$ cat src/rtl/recording_unit.sv
// Switch-activity recorder: synchronises fake_switch, times each level run in Div_CLK cycles
// and stores completed runs as {level, duration} segments readable through a comb port.
module recording_unit #(
    parameter int unsigned CNT_W = 16,
    parameter int unsigned DEPTH = 16,
    parameter int unsigned AW    = 4
) (
    input  logic             Div_CLK,
    input  logic             Reset,
    input  logic             fake_switch,
    input  logic [AW-1:0]    rd_addr,
    output logic [CNT_W:0]   rd_data,
    output logic             cur_level,
    output logic [CNT_W-1:0] run_cnt,
    output logic [AW:0]      seg_count,
    output logic             rec_valid,
    output logic             last_level,
    output logic [CNT_W-1:0] last_duration,
    output logic             full,
    output logic             overflow
);

    localparam logic [CNT_W-1:0] CntMax = '1;
    localparam logic [AW:0]      SegMax = (AW + 1)'(DEPTH);

    logic             sync1;
    logic             sync2;
    logic             level_q;
    logic             level_edge;
    logic             store_en;
    logic [AW-1:0]    wr_ptr;
    logic [CNT_W-1:0] run_cnt_d;
    logic [CNT_W:0]   mem [DEPTH];

    always_ff @(posedge Div_CLK or posedge Reset) begin
        if (Reset) begin
            sync1   <= 1'b0;
            sync2   <= 1'b0;
            level_q <= 1'b0;
        end else begin
            sync1   <= fake_switch;
            sync2   <= sync1;
            level_q <= sync2;
        end
    end

    assign level_edge = (sync2 != level_q);
    assign full       = (seg_count == SegMax);
    assign store_en   = level_edge && !full;
    assign cur_level  = level_q;

    // The edge cycle itself is the first cycle of the new level, hence restart at 1.
    always_comb begin
        run_cnt_d = run_cnt;
        if (level_edge) begin
            run_cnt_d = CNT_W'(1);
        end else if (run_cnt != CntMax) begin
            run_cnt_d = run_cnt + 1'b1;
        end
    end

    always_ff @(posedge Div_CLK or posedge Reset) begin
        if (Reset) begin
            run_cnt       <= '0;
            seg_count     <= '0;
            wr_ptr        <= '0;
            last_level    <= 1'b0;
            last_duration <= '0;
            rec_valid     <= 1'b0;
            overflow      <= 1'b0;
        end else begin
            run_cnt   <= run_cnt_d;
            rec_valid <= level_edge;
            if (level_edge) begin
                last_level    <= level_q;
                last_duration <= run_cnt;
                if (full) begin
                    overflow <= 1'b1;
                end
            end
            if (store_en) begin
                wr_ptr    <= wr_ptr + 1'b1;
                seg_count <= seg_count + 1'b1;
            end
        end
    end

    always_ff @(posedge Div_CLK or posedge Reset) begin
        if (Reset) begin
            for (int i = 0; i < int'(DEPTH); i++) begin
                mem[i] <= '0;
            end
        end else if (store_en) begin
            mem[wr_ptr] <= {level_q, run_cnt};
        end
    end

    assign rd_data = mem[rd_addr];

endmodule

$ cat config.mk
export PLATFORM = sky130hd
export DESIGN_NAME = recording_unit
export DESIGN_NICKNAME = d
export VERILOG_FILES = /design/src/rtl/recording_unit.sv
export SDC_FILE = /design/constraint.sdc
export NUM_CORES = 1
export LEC_CHECK = 0
export ABC_AREA = 1
export BUFFER_PORTS_ARGS = -buffer_cell sky130_fd_sc_hd__buf_4
export CORE_MARGIN = 8
export CORE_UTILIZATION = 65
export DETAILED_ROUTE_END_ITERATION = 8
export PLACE_DENSITY = 0.87
export SLEW_MARGIN = 10
export SYNTH_ARGS = -nofsm -noshare
export SYNTH_HDL_FRONTEND = slang
export SYNTH_SLANG_ARGS = --single-unit
$ cat constraint.sdc
create_clock -name Div_CLK -period 22.9 [get_ports Div_CLK]
set_clock_uncertainty 0.2 [all_clocks]
set_input_delay 3.435 -clock Div_CLK [delete_from_list [all_inputs] [get_ports Div_CLK]]
set_output_delay 3.435 -clock Div_CLK [all_outputs]
set_load 0.05 [all_outputs]
==> impl_metrics.py <==
metrics = {
    "placement": {
        "port_buffers": 65,
        "hpwl_um": 25500,
        "dpl_cell_area_um2": 16200,
        "pre_cts_ws_ns": 13.30,
        "gp_congestion": 0.854,
    },
    "worst_hold_path": {
        "hold_path_depth": 0,
        "worst_hold_path.endpoint": "sync2",
        "min_path_type": "reg -> reg",
        "min_from": "sync1",
    },
    "global_route": {
        "gr-usage-all-layers_pct": 32.1,
        "grt_pass1_vias": 14312,
        "antenna_found_initial": 1,
        "grt_max_degree": 197,
        "overflow": 0,
        "grt_pass1_wl_um": 75500,
    },
    "die": {
        "core_um2": 24000,
        "die_y_um": 172,
        "core.rowCount": 57,
        "die_width_um": 172,
        "ios": 66,
        "initial_core_util_pct": 65.5,
        "die_area_um2": 29500,
    },
    "critical_path": {
        "cp_slowest_cell": "buf_4",
        "arrival_ns": 6.16,
        "cp-start-kind": "primary input",
        "r2r_start": "cur_level",
        "cp-end-kind": "output pin",
        "rrSetupSlack_ns": 18.26,
        "worst_path_largest_cell_delay_ns": 0.83,
        "cp.required_ns": 19.27,
        "worstPathMaxFanout": 88,
        "cp_top_family": "buffers and inverters",
        "r2r_end": "mem[43]",
        "path_class": "in -> out",
        "cp_common_cell": "buf_4",
        "rr_worst_depth": 7,
        "crit_buf_inv": 4,
        "worstPathCellList": "buf_4, buf_4, buf_4, nor2_1, nor2_1, o21ai_0, nand3_1, nand3_1, nand2_1, buf_4",
        "worstSetupPathDepth": 10,
    },
    "logic_synthesis": {
        "synth_seq_area_share_pct": 50.7,
        "ys_ff_latch": 319,
        "synth_mux_area_share_pct": 0,
        "synth_top_family_by_area": "simple AND/OR/NAND/NOR gates",
        "synth_area_um2": 15700,
        "synth_fa_ha_area_share_pct": 0.556,
        "ys_types": 25,
        "synth_top_area_share_pct": 50.7,
        "synthCells": 2137,
        "yosys_warnings": 0,
        "synthXorXnorAreaFrac_pct": 0.445,
        "synth-simple-area-share_pct": 38.8,
        "yosys-top-cells-area": "dfrtp_1 51%, nand2_1 21%, nand3_1 13%",
        "synth_compound_area_share_pct": 3.38,
        "synth_top_area_cell": "dfrtp_1",
        "syn_area_per_cell_um2": 7.37,
        "syn_nets": 2151,
    },
    "routing": {
        "firstDrtPassIters": 5,
        "num_vias": 14879,
        "drc": 0,
        "drt_wl_total_um": 46200,
        "drtIter0Drc": 2105,
        "ant_nets": 0,
        "viasPerCell": 6.10,
        "wire_per_inst_um": 19.0,
    },
    "layout": {
        "fin_util_pct": 72.1,
        "drive_above_1_share_pct": 7.99,
        "area_growth_syn_to_layout_pct": 9.98,
        "antennaDiodeCount": 0,
        "fillCellCount": 1818,
        "nNetsFinal": 2104,
        "fin_area_um2": 17300,
    },
    "sta": {
        "fmax_mhz": 102,
        "slew-limit-headroom_pct": 27.8,
        "drv_slew": 0,
        "rsz0062_at_grt": "false",
        "fin_ws_ns": 13.11,
        "tightest_slew_ns": 1.08,
        "totalNegativeSetupSlack_ns": 0,
        "setup_viol": 0,
        "hold_slack_ns": 0.148,
        "hold_violations": 0,
        "post-route-period-util_pct": 42.8,
        "period_needed_ns": 9.79,
    },
    "clocking": {
        "clkTransAtPathRegs_ns": 0.05,
        "cts_buffers": 36,
        "htreeDepth": 2,
        "post-cts-setup-buffer-count": 0,
        "root_buffer": "clkbuf_16",
        "clk-insertion-delay-late_ns": 0.51,
        "cts_hold_buf": 0,
        "clkSinkCount": 319,
        "cts.path.max_buffers": 3,
        "cts_tree": "built",
        "post_cts_resized": 0,
    },
    "power": {
        "p_per_area_nw_per_um2": 95.9,
        "vdd_drop_max_mv": 0.0890,
        "pwr-share-seq_pct": 40.9,
        "switching_share_pct": 35.9,
        "pwr-share-clk_pct": 34.1,
        "leakage_nw": 9.48,
        "p_switching_w": 0.000596,
        "p_int_w": 0.00106,
        "combPwrFrac_pct": 25.0,
    },
    "run": {
        "cap_violations": 0,
    },
    "status": {
        "status": "completed",
    },
}
## worst reg2reg max path, stage by stage, from the launching register on
cell     delay (ns)
dfrtp_1        0.81
xor2_1         0.23
nand2_1        0.50
nor2_4         0.90
buf_4          0.67
nand2_1        0.81
nand2_1        0.31
nand2_1        0.09
## worst max path at each step
stage,start,end
CTS,rd_addr[0],rd_data[12]
floorplan,Reset,cur_level
global placement,rd_addr[0],rd_data[12]
finish,rd_addr[0],rd_data[12]
global route,rd_addr[0],rd_data[12]
detailed placement,rd_addr[0],rd_data[12]
## cell usage after synthesis, drive strengths merged
cell    instances
nor2          125
xnor2           3
nor3            1
clkbuf        121
nand4           3
o211ai         25
o31ai           1
xor2            5
ha              7
nand2         900
a21oi           2
nand3         419
dfrtp         319
clkinv          2
o21ai          64
buf            47
o21bai          1
inv            75
or2            17
## per-stage QoR
| step | total power (W) | cells |
|---|---|---|
| 6_report | 0.00166 | 2438 |
| 5_1_grt | 0.00172 | 2438 |
| 4_1_cts | 0.00165 | 2438 |
| 3_5_place_dp | 0.00109 | 2376 |
| 3_3_place_gp | 0.00108 | 2376 |
| 2_1_floorplan | 0.000967 | 2137 |
## power by group through the flow
| stage | registers, W | logic (W) | clock network (W) |
|---|---|---|---|
| final | 0.000679 | 0.000415 | 0.000567 |
| after global routing | 0.000685 | 0.000444 | 0.000593 |
| after CTS | 0.000677 | 0.000405 | 0.000570 |
| after detailed placement | 0.000686 | 0.000404 | 0 |
| after global placement | 0.000683 | 0.000394 | 0 |
| after floorplan | 0.000696 | 0.000271 | 0 |
## cell families after synthesis
logic type / Yosys count
and+or+nand+nor: 1465
AOI/OAI and AO/OA: 93
xor gates and xnor gates: 8
DFF: 319
adders and majority gates: 7
buffers and inverters: 245
## metal layers
layer	up-vias	wire [um]	track usage [%]
li1	6699	-	-
met1	7017	17500	42.2
met2	1007	21100	50.2
met3	154	5920	8.29
met4	2	1690	13.6
met5	-	13	0
## layout make-up
class                   count  area (um^2)  share of cell area (%)
inverters                  77          298                    1.72
multi-input cells        1573         6840                    39.5
flip-flops and latches    319         7980                    46.1
repair buffers             83          636                    3.67
clock buffers              53         1070                    6.16
clock inverters             9         95.1                   0.549
well taps                 324          405                    2.34
## layout by cell type (no fill, tap or decap), types with 2 or more instances in the layout
master / instances
clkbuf_16: 37
xnor2_1: 3
clkinv_2: 8
buf_4: 82
nand2_1: 896
dfrtp_1: 319
clkbuf_1: 8
clkbuf_8: 8
inv_2: 2
or2_2: 17
nor2_1: 118
ha_1: 7
nand3_1: 419
bufinv_16: 2
nor2_4: 6
o21ai_0: 64
nand4_1: 3
xor2_1: 5
o211ai_1: 25
a21oi_1: 2
nand2_2: 4
clkinv_1: 2
inv_1: 71
## flip-flops by register name, summed over array words and instances, names as in the netlist
signal         cells
cur_level          1
last_duration     16
last_level         1
mem              272
overflow           1
rec_valid          1
run_cnt           16
seg_count          5
sync1              1
sync2              1
wr_ptr             4
No activity file was read; power rests on OpenSTA's default activity.
